[config.mk]
export PLATFORM = sky130hd
export DESIGN_NAME = div_iter
export DESIGN_NICKNAME = d
export VERILOG_FILES = /design/src/rtl/div_pkg.sv /design/src/rtl/div_step.sv /design/src/rtl/div_iter.sv
export SDC_FILE = /design/constraint.sdc
export NUM_CORES = 1
export LEC_CHECK = 0
export BUFFER_PORTS_ARGS = -buffer_cell sky130_fd_sc_hd__buf_2
export CAP_MARGIN = 20
export CORE_MARGIN = 8
export CORE_UTILIZATION = 54
export CTS_CLUSTER_SIZE = 40
export DETAILED_ROUTE_END_ITERATION = 12
export HOLD_SLACK_MARGIN = 0.08
export PLACE_DENSITY = 0.76
export SLEW_MARGIN = 20
export SYNTH_ARGS = -nofsm -noshare
export SYNTH_HDL_FRONTEND = slang
export SYNTH_SLANG_ARGS = --single-unit
[constraint.sdc]
create_clock -name clk -period 4.3 [get_ports clk]
set_input_delay 0.43 -clock clk [delete_from_list [all_inputs] [get_ports clk]]
set_output_delay 0.43 -clock clk [all_outputs]
set_load 0.02 [all_outputs]
[src/rtl/div_pkg.sv]
// Shared definitions for the iterative divider.
// States, widths and the DIV/DIVU op codes.
package div_pkg;

  localparam int DIV_WIDTH = 32;

  localparam logic [2*DIV_WIDTH-1:0] DIV_RESULT_ZERO = '0;

  localparam logic [7:0] EXE_DIV_OP  = 8'b0001_1010;
  localparam logic [7:0] EXE_DIVU_OP = 8'b0001_1011;

  typedef enum logic [1:0] {
    DIV_IDLE = 2'd0,
    DIV_ZERO = 2'd1,
    DIV_ON   = 2'd2,
    DIV_END  = 2'd3
  } div_state_t;

endpackage

[src/rtl/div_step.sv]
// One restoring shift-subtract step.
// Compare runs one bit wider than the operands.
module div_step #(
  parameter int WIDTH = 32
) (
  input  logic [WIDTH-1:0] rem,
  input  logic [WIDTH-1:0] dvd,
  input  logic [WIDTH-1:0] divisor,
  output logic [WIDTH-1:0] rem_next,
  output logic [WIDTH-1:0] dvd_next,
  output logic             qbit
);

  logic [WIDTH:0] shifted;
  logic [WIDTH:0] diff;

  // shift, trial subtract, keep or restore
  always_comb begin
    shifted  = {rem, dvd[WIDTH-1]};
    diff     = shifted - {1'b0, divisor};
    qbit     = (shifted >= {1'b0, divisor});
    rem_next = qbit ? diff[WIDTH-1:0] : shifted[WIDTH-1:0];
    dvd_next = {dvd[WIDTH-2:0], 1'b0};
  end

endmodule

[src/rtl/div_iter.sv]
// Iterative DIV/DIVU for the EX stage.
// One quotient bit per clock, result held until start drops.
module div_iter
  import div_pkg::*;
#(
  parameter int WIDTH = DIV_WIDTH
) (
  input  logic               clk,
  input  logic               rst_n,
  input  logic               start,
  input  logic               signed_div,
  input  logic               annul,
  input  logic [WIDTH-1:0]   opdata1,
  input  logic [WIDTH-1:0]   opdata2,
  output logic [2*WIDTH-1:0] result,
  output logic               ready
);

  localparam int CW = $clog2(WIDTH) + 1;
  localparam logic [CW-1:0] LAST = CW'(WIDTH - 1);

  div_state_t state, state_d;

  logic [CW-1:0]    cnt;
  logic [WIDTH-1:0] rem, dvd, dvs;
  logic             neg_q, neg_r;
  logic [WIDTH-1:0] rem_nx, dvd_nx;
  logic             qbit;
  logic [WIDTH-1:0] abs1, abs2;
  logic [WIDTH-1:0] q_fin, q_fix, r_fix;

  div_step #(.WIDTH(WIDTH)) u_step (
    .rem      (rem),
    .dvd      (dvd),
    .divisor  (dvs),
    .rem_next (rem_nx),
    .dvd_next (dvd_nx),
    .qbit     (qbit)
  );

  // operand magnitudes and final sign fix
  always_comb begin
    abs1  = opdata1;
    abs2  = opdata2;
    if (signed_div && opdata1[WIDTH-1])
      abs1 = -opdata1;
    if (signed_div && opdata2[WIDTH-1])
      abs2 = -opdata2;
    q_fin = {dvd_nx[WIDTH-1:1], qbit};
    q_fix = neg_q ? -q_fin : q_fin;
    r_fix = neg_r ? -rem_nx : rem_nx;
  end

  // next-state decode, annul overrides
  always_comb begin
    state_d = state;
    unique case (state)
      DIV_IDLE:
        if (start)
          state_d = (opdata2 == '0) ? DIV_ZERO
                                    : DIV_ON;
      DIV_ZERO: state_d = DIV_END;
      DIV_ON:
        if (cnt == LAST)
          state_d = DIV_END;
      DIV_END:
        if (!start)
          state_d = DIV_IDLE;
    endcase
    if (annul)
      state_d = DIV_IDLE;
  end

  // state register
  always_ff @(posedge clk) begin
    if (!rst_n)
      state <= DIV_IDLE;
    else
      state <= state_d;
  end

  // datapath, counter and output registers
  always_ff @(posedge clk) begin
    if (!rst_n) begin
      cnt    <= '0;
      rem    <= '0;
      dvd    <= '0;
      dvs    <= '0;
      neg_q  <= 1'b0;
      neg_r  <= 1'b0;
      result <= '0;
      ready  <= 1'b0;
    end else if (annul) begin
      result <= '0;
      ready  <= 1'b0;
    end else begin
      unique case (state)
        DIV_IDLE:
          if (start && opdata2 != '0) begin
            dvd   <= abs1;
            dvs   <= abs2;
            rem   <= '0;
            cnt   <= '0;
            neg_q <= signed_div &
                     (opdata1[WIDTH-1] ^ opdata2[WIDTH-1]);
            neg_r <= signed_div & opdata1[WIDTH-1];
          end
        DIV_ZERO: result <= '0;
        DIV_ON: begin
          rem <= rem_nx;
          dvd <= dvd_nx | WIDTH'(qbit);
          cnt <= cnt + 1'b1;
          if (cnt == LAST)
            result <= {r_fix, q_fix};
        end
        DIV_END:
          if (!start) begin
            ready  <= 1'b0;
            result <= '0;
          end else begin
            ready  <= 1'b1;
          end
      endcase
    end
  end

endmodule
==> metrics.cfg <==
[run_status]
status = complete, no violations

[sta]
clock_skew_ns = 0.0124
hold_viol_final = 0
slew_headroom_pct = 32.2
tns_ns = 0
rsz0062_at_grt = yes
min_period_over_period_pct = 97.5
max_freq_mhz = 238
min_period_ns = 4.19
worst_slack_ns = 0.106
slew_violations = 0
setup_violations = 0
worst_pin_slew_ns = 1.02

[yosys]
synth-edff-count = 0
netlist_area_mm2 = 0.0119
postSynthNetCount = 1705
synth.distinct_cells = 71
async_flop_share_pct = 0
synth-main-ff-cell = dfxtp_1
synthTopCellsByCount = nand2_1, dfxtp_1, o21ai_0, nor2_1
yosysWarningCount = 0
syn_avg_cell_area_um2 = 7.49
yosysMostFrequentCell = nand2_1
yosys.area.top_type = dfxtp_1
ys_seq_area_share_pct = 28.7
synth_cells = 1595
synth_top_area_share_pct = 28.7
synth_seq_cells = 171
synth_area_leaders = dfxtp_1, nand2_1, xnor2_1

[power_and_ir_drop]
power.density_mw_per_mm2 = 315
peakVddDrop_v = 0.000199
p_leak_nw = 5.97

[floorplanning]
die_y_um = 165
rows = 54
initial_core_util_pct = 54.9
die_area_mm2 = 0.0271
ios = 134
core_area_mm2 = 0.0218
fp.dieW_um = 165

[finish]
drive_gt1_share_pct = 19.5
finalNonFillerCells = 2042
layout.nets = 1858
syn_to_final_growth_pct = 18.7

[route]
first_pass_iters = 8
dr.first_iter.drc_count = 1335
viasPerCell = 5.97
wirelength_um = 37000
ant_nets = 0
drc = 0
post_drt_wl_per_cell_um = 18.1
vias = 12200

[placement]
port_buffers = 133
dp.cells = 2004
gp_congestion = 0.961
pre_cts_ws_ns = -0.0508
dp_hpwl_um = 28100

[job]
cap_viol_max_count = 0

[clocking]
clock_sinks = 171
cts_root_buffer = clkbuf_16
cts_buffers = 17
clk_pin_slew_ns = 0.08
htreeDepth = 4
insertion_delay_ns = 0.44
clk_path_buf_depth = 2
cts_tree = yes

[hold_path]
holdCritStartpoint = opdata2[0]
hold_path_end = dvs[0]
worstHoldPathCells = 3
hold_path.class = input port to flip-flop

[worst_setup_path]
r2r-end = result[52]
crit_type = flip-flop to flip-flop
reg2reg_from = rem[7]
ff2ff_path_depth = 18
crit_path_start_kind = flip-flop
arrival_ns = 4.49
cp_max_fo = 8
cp-end-kind = flip-flop
required_ns = 4.60
ff2ff_setup_slack_ns = 0.11

[global_routing]
antenna_found_initial = 1
grt_pass1_vias = 11200
grt_pass1_wl_um = 58500
grt_overflow = 0
grt_use_total_pct = 26.7
grt_max_degree = 105

==> per-layer routing <==
layer,up-vias,track usage [%],wire length (µm)
met2,530,38.3,15000
met3,46,3.76,3570
met1,5636,40.3,17800
li1,5980,-,-
met4,0,7.21,554
met5,-,0,0
==> cell type report <==
cell class,count,area [µm²]
diodes,1,2.50
clock buffers,17,425
clock inverters,15,175
fillers,1907,7580
inverters,61,230
multi-input cells,1268,8160
flip-flops and latches,171,3440
well taps,280,350
repair buffers,229,1400
==> power breakdown <==
group          switching, W  internal [W]
Combinational      0.000707      0.000469
Sequential        0.0000544       0.00163
Clock              0.000769      0.000831
Total               0.00153       0.00293
==> worst max-delay path by stage <==
stage | startpoint | endpoint | slack [ns] | depth (start not counted)
3_5_place_dp | dvs[20] | result[52] | -0.05 | 19
3_3_place_gp | dvs[9] | result[52] | 0.12 | 19
2_1_floorplan | dvs[16] | result[52] | -0.07 | 22
6_report | rem[7] | result[52] | 0.11 | 18
5_1_grt | dvs[8] | result[52] | -0.06 | 19
4_1_cts | dvs[20] | result[52] | 0.01 | 19
==> layout by cell type (no fill, tap or decap), types with 11 or more instances in the layout <==
| master | instances |
|---|---|
| a211oi_1 | 11 |
| a21boi_0 | 52 |
| a21o_1 | 12 |
| a21oi_1 | 76 |
| a22oi_1 | 38 |
| and2_1 | 18 |
| buf_2 | 133 |
| buf_4 | 95 |
| clkbuf_16 | 17 |
| dfxtp_1 | 158 |
| dfxtp_2 | 13 |
| ha_1 | 24 |
| inv_1 | 59 |
| mux2i_1 | 13 |
| nand2_1 | 274 |
| nand2b_1 | 13 |
| nand3_1 | 48 |
| nor2_1 | 99 |
| nor2b_1 | 19 |
| nor3_1 | 30 |
| nor4_1 | 18 |
| o211a_1 | 29 |
| o211ai_1 | 32 |
| o21a_1 | 12 |
| o21ai_0 | 97 |
| o21ai_1 | 12 |
| o31a_1 | 14 |
| o31ai_1 | 23 |
| or3_1 | 23 |
| xnor2_1 | 79 |
| xor2_1 | 56 |
==> worst max-delay path, stage by stage (launching register included) <==
cell and delay [ns]:
dfxtp_1 0.40, ha_4 0.35, nand2_1 0.10, or3_4 0.41, a211oi_4 0.29, o311ai_4 0.14
nand2_4 0.14, mux2i_4 0.26, ha_2 0.20, nand2_1 0.06, nor3_2 0.24, nand2_1 0.10
or3_4 0.34, or4_4 0.44, o21ai_4 0.09, nand3_2 0.12, o21ai_2 0.15, xnor2_1 0.14
o21ai_1 0.07
==> metrics by stage <==
| step | utilization [%] | power [W] | hold WS [ns] | area (µm²) |
|---|---|---|---|---|
| after CTS | 63.9 | 0.00441 | 0.305 | 13900 |
| after floorplan | - | 0.00244 | 0.454 | 12000 |
| final | 65.2 | 0.00446 | 0.318 | 14200 |
| after global routing | 65.2 | 0.00465 | 0.331 | 14200 |
| after detailed placement | 61.1 | 0.00282 | 0.439 | 13300 |
| after global placement | 61.1 | 0.00281 | 0.433 | 13300 |
==> flip-flops by register name, indices dropped and copies added (netlist names) <==
signal and flops:
cnt 6, dvd 32, dvs 32, neg_q 1, neg_r 1, ready 1, rem 32, result 64
state 2
==> cell families (layout without fill, tap and decap cells) <==
kind of cell               Yosys count  count (layout)  share of synthesized area [%]
AOI/OAI and AO/OA                  471             471                           27.1
buffers and inverters              156             322                           5.12
other                                0               1                              0
and+or+nand+nor                    604             604                           23.4
DFF                                171             171                           28.7
xor gates and xnor gates           135             135                           9.90
muxes                               17              17                           1.46
adders and majority gates           41              41                           4.36
==> timing repair <==
action,CTS,global route
hold endpoints to repair,0,0
buffers inserted,0,5
pin swaps,1,16
resized for setup,1,56
cloned,0,0
hold buffers,0,0
endpoints found under the setup margin,1,17
(Power assumes the default switching activity.)
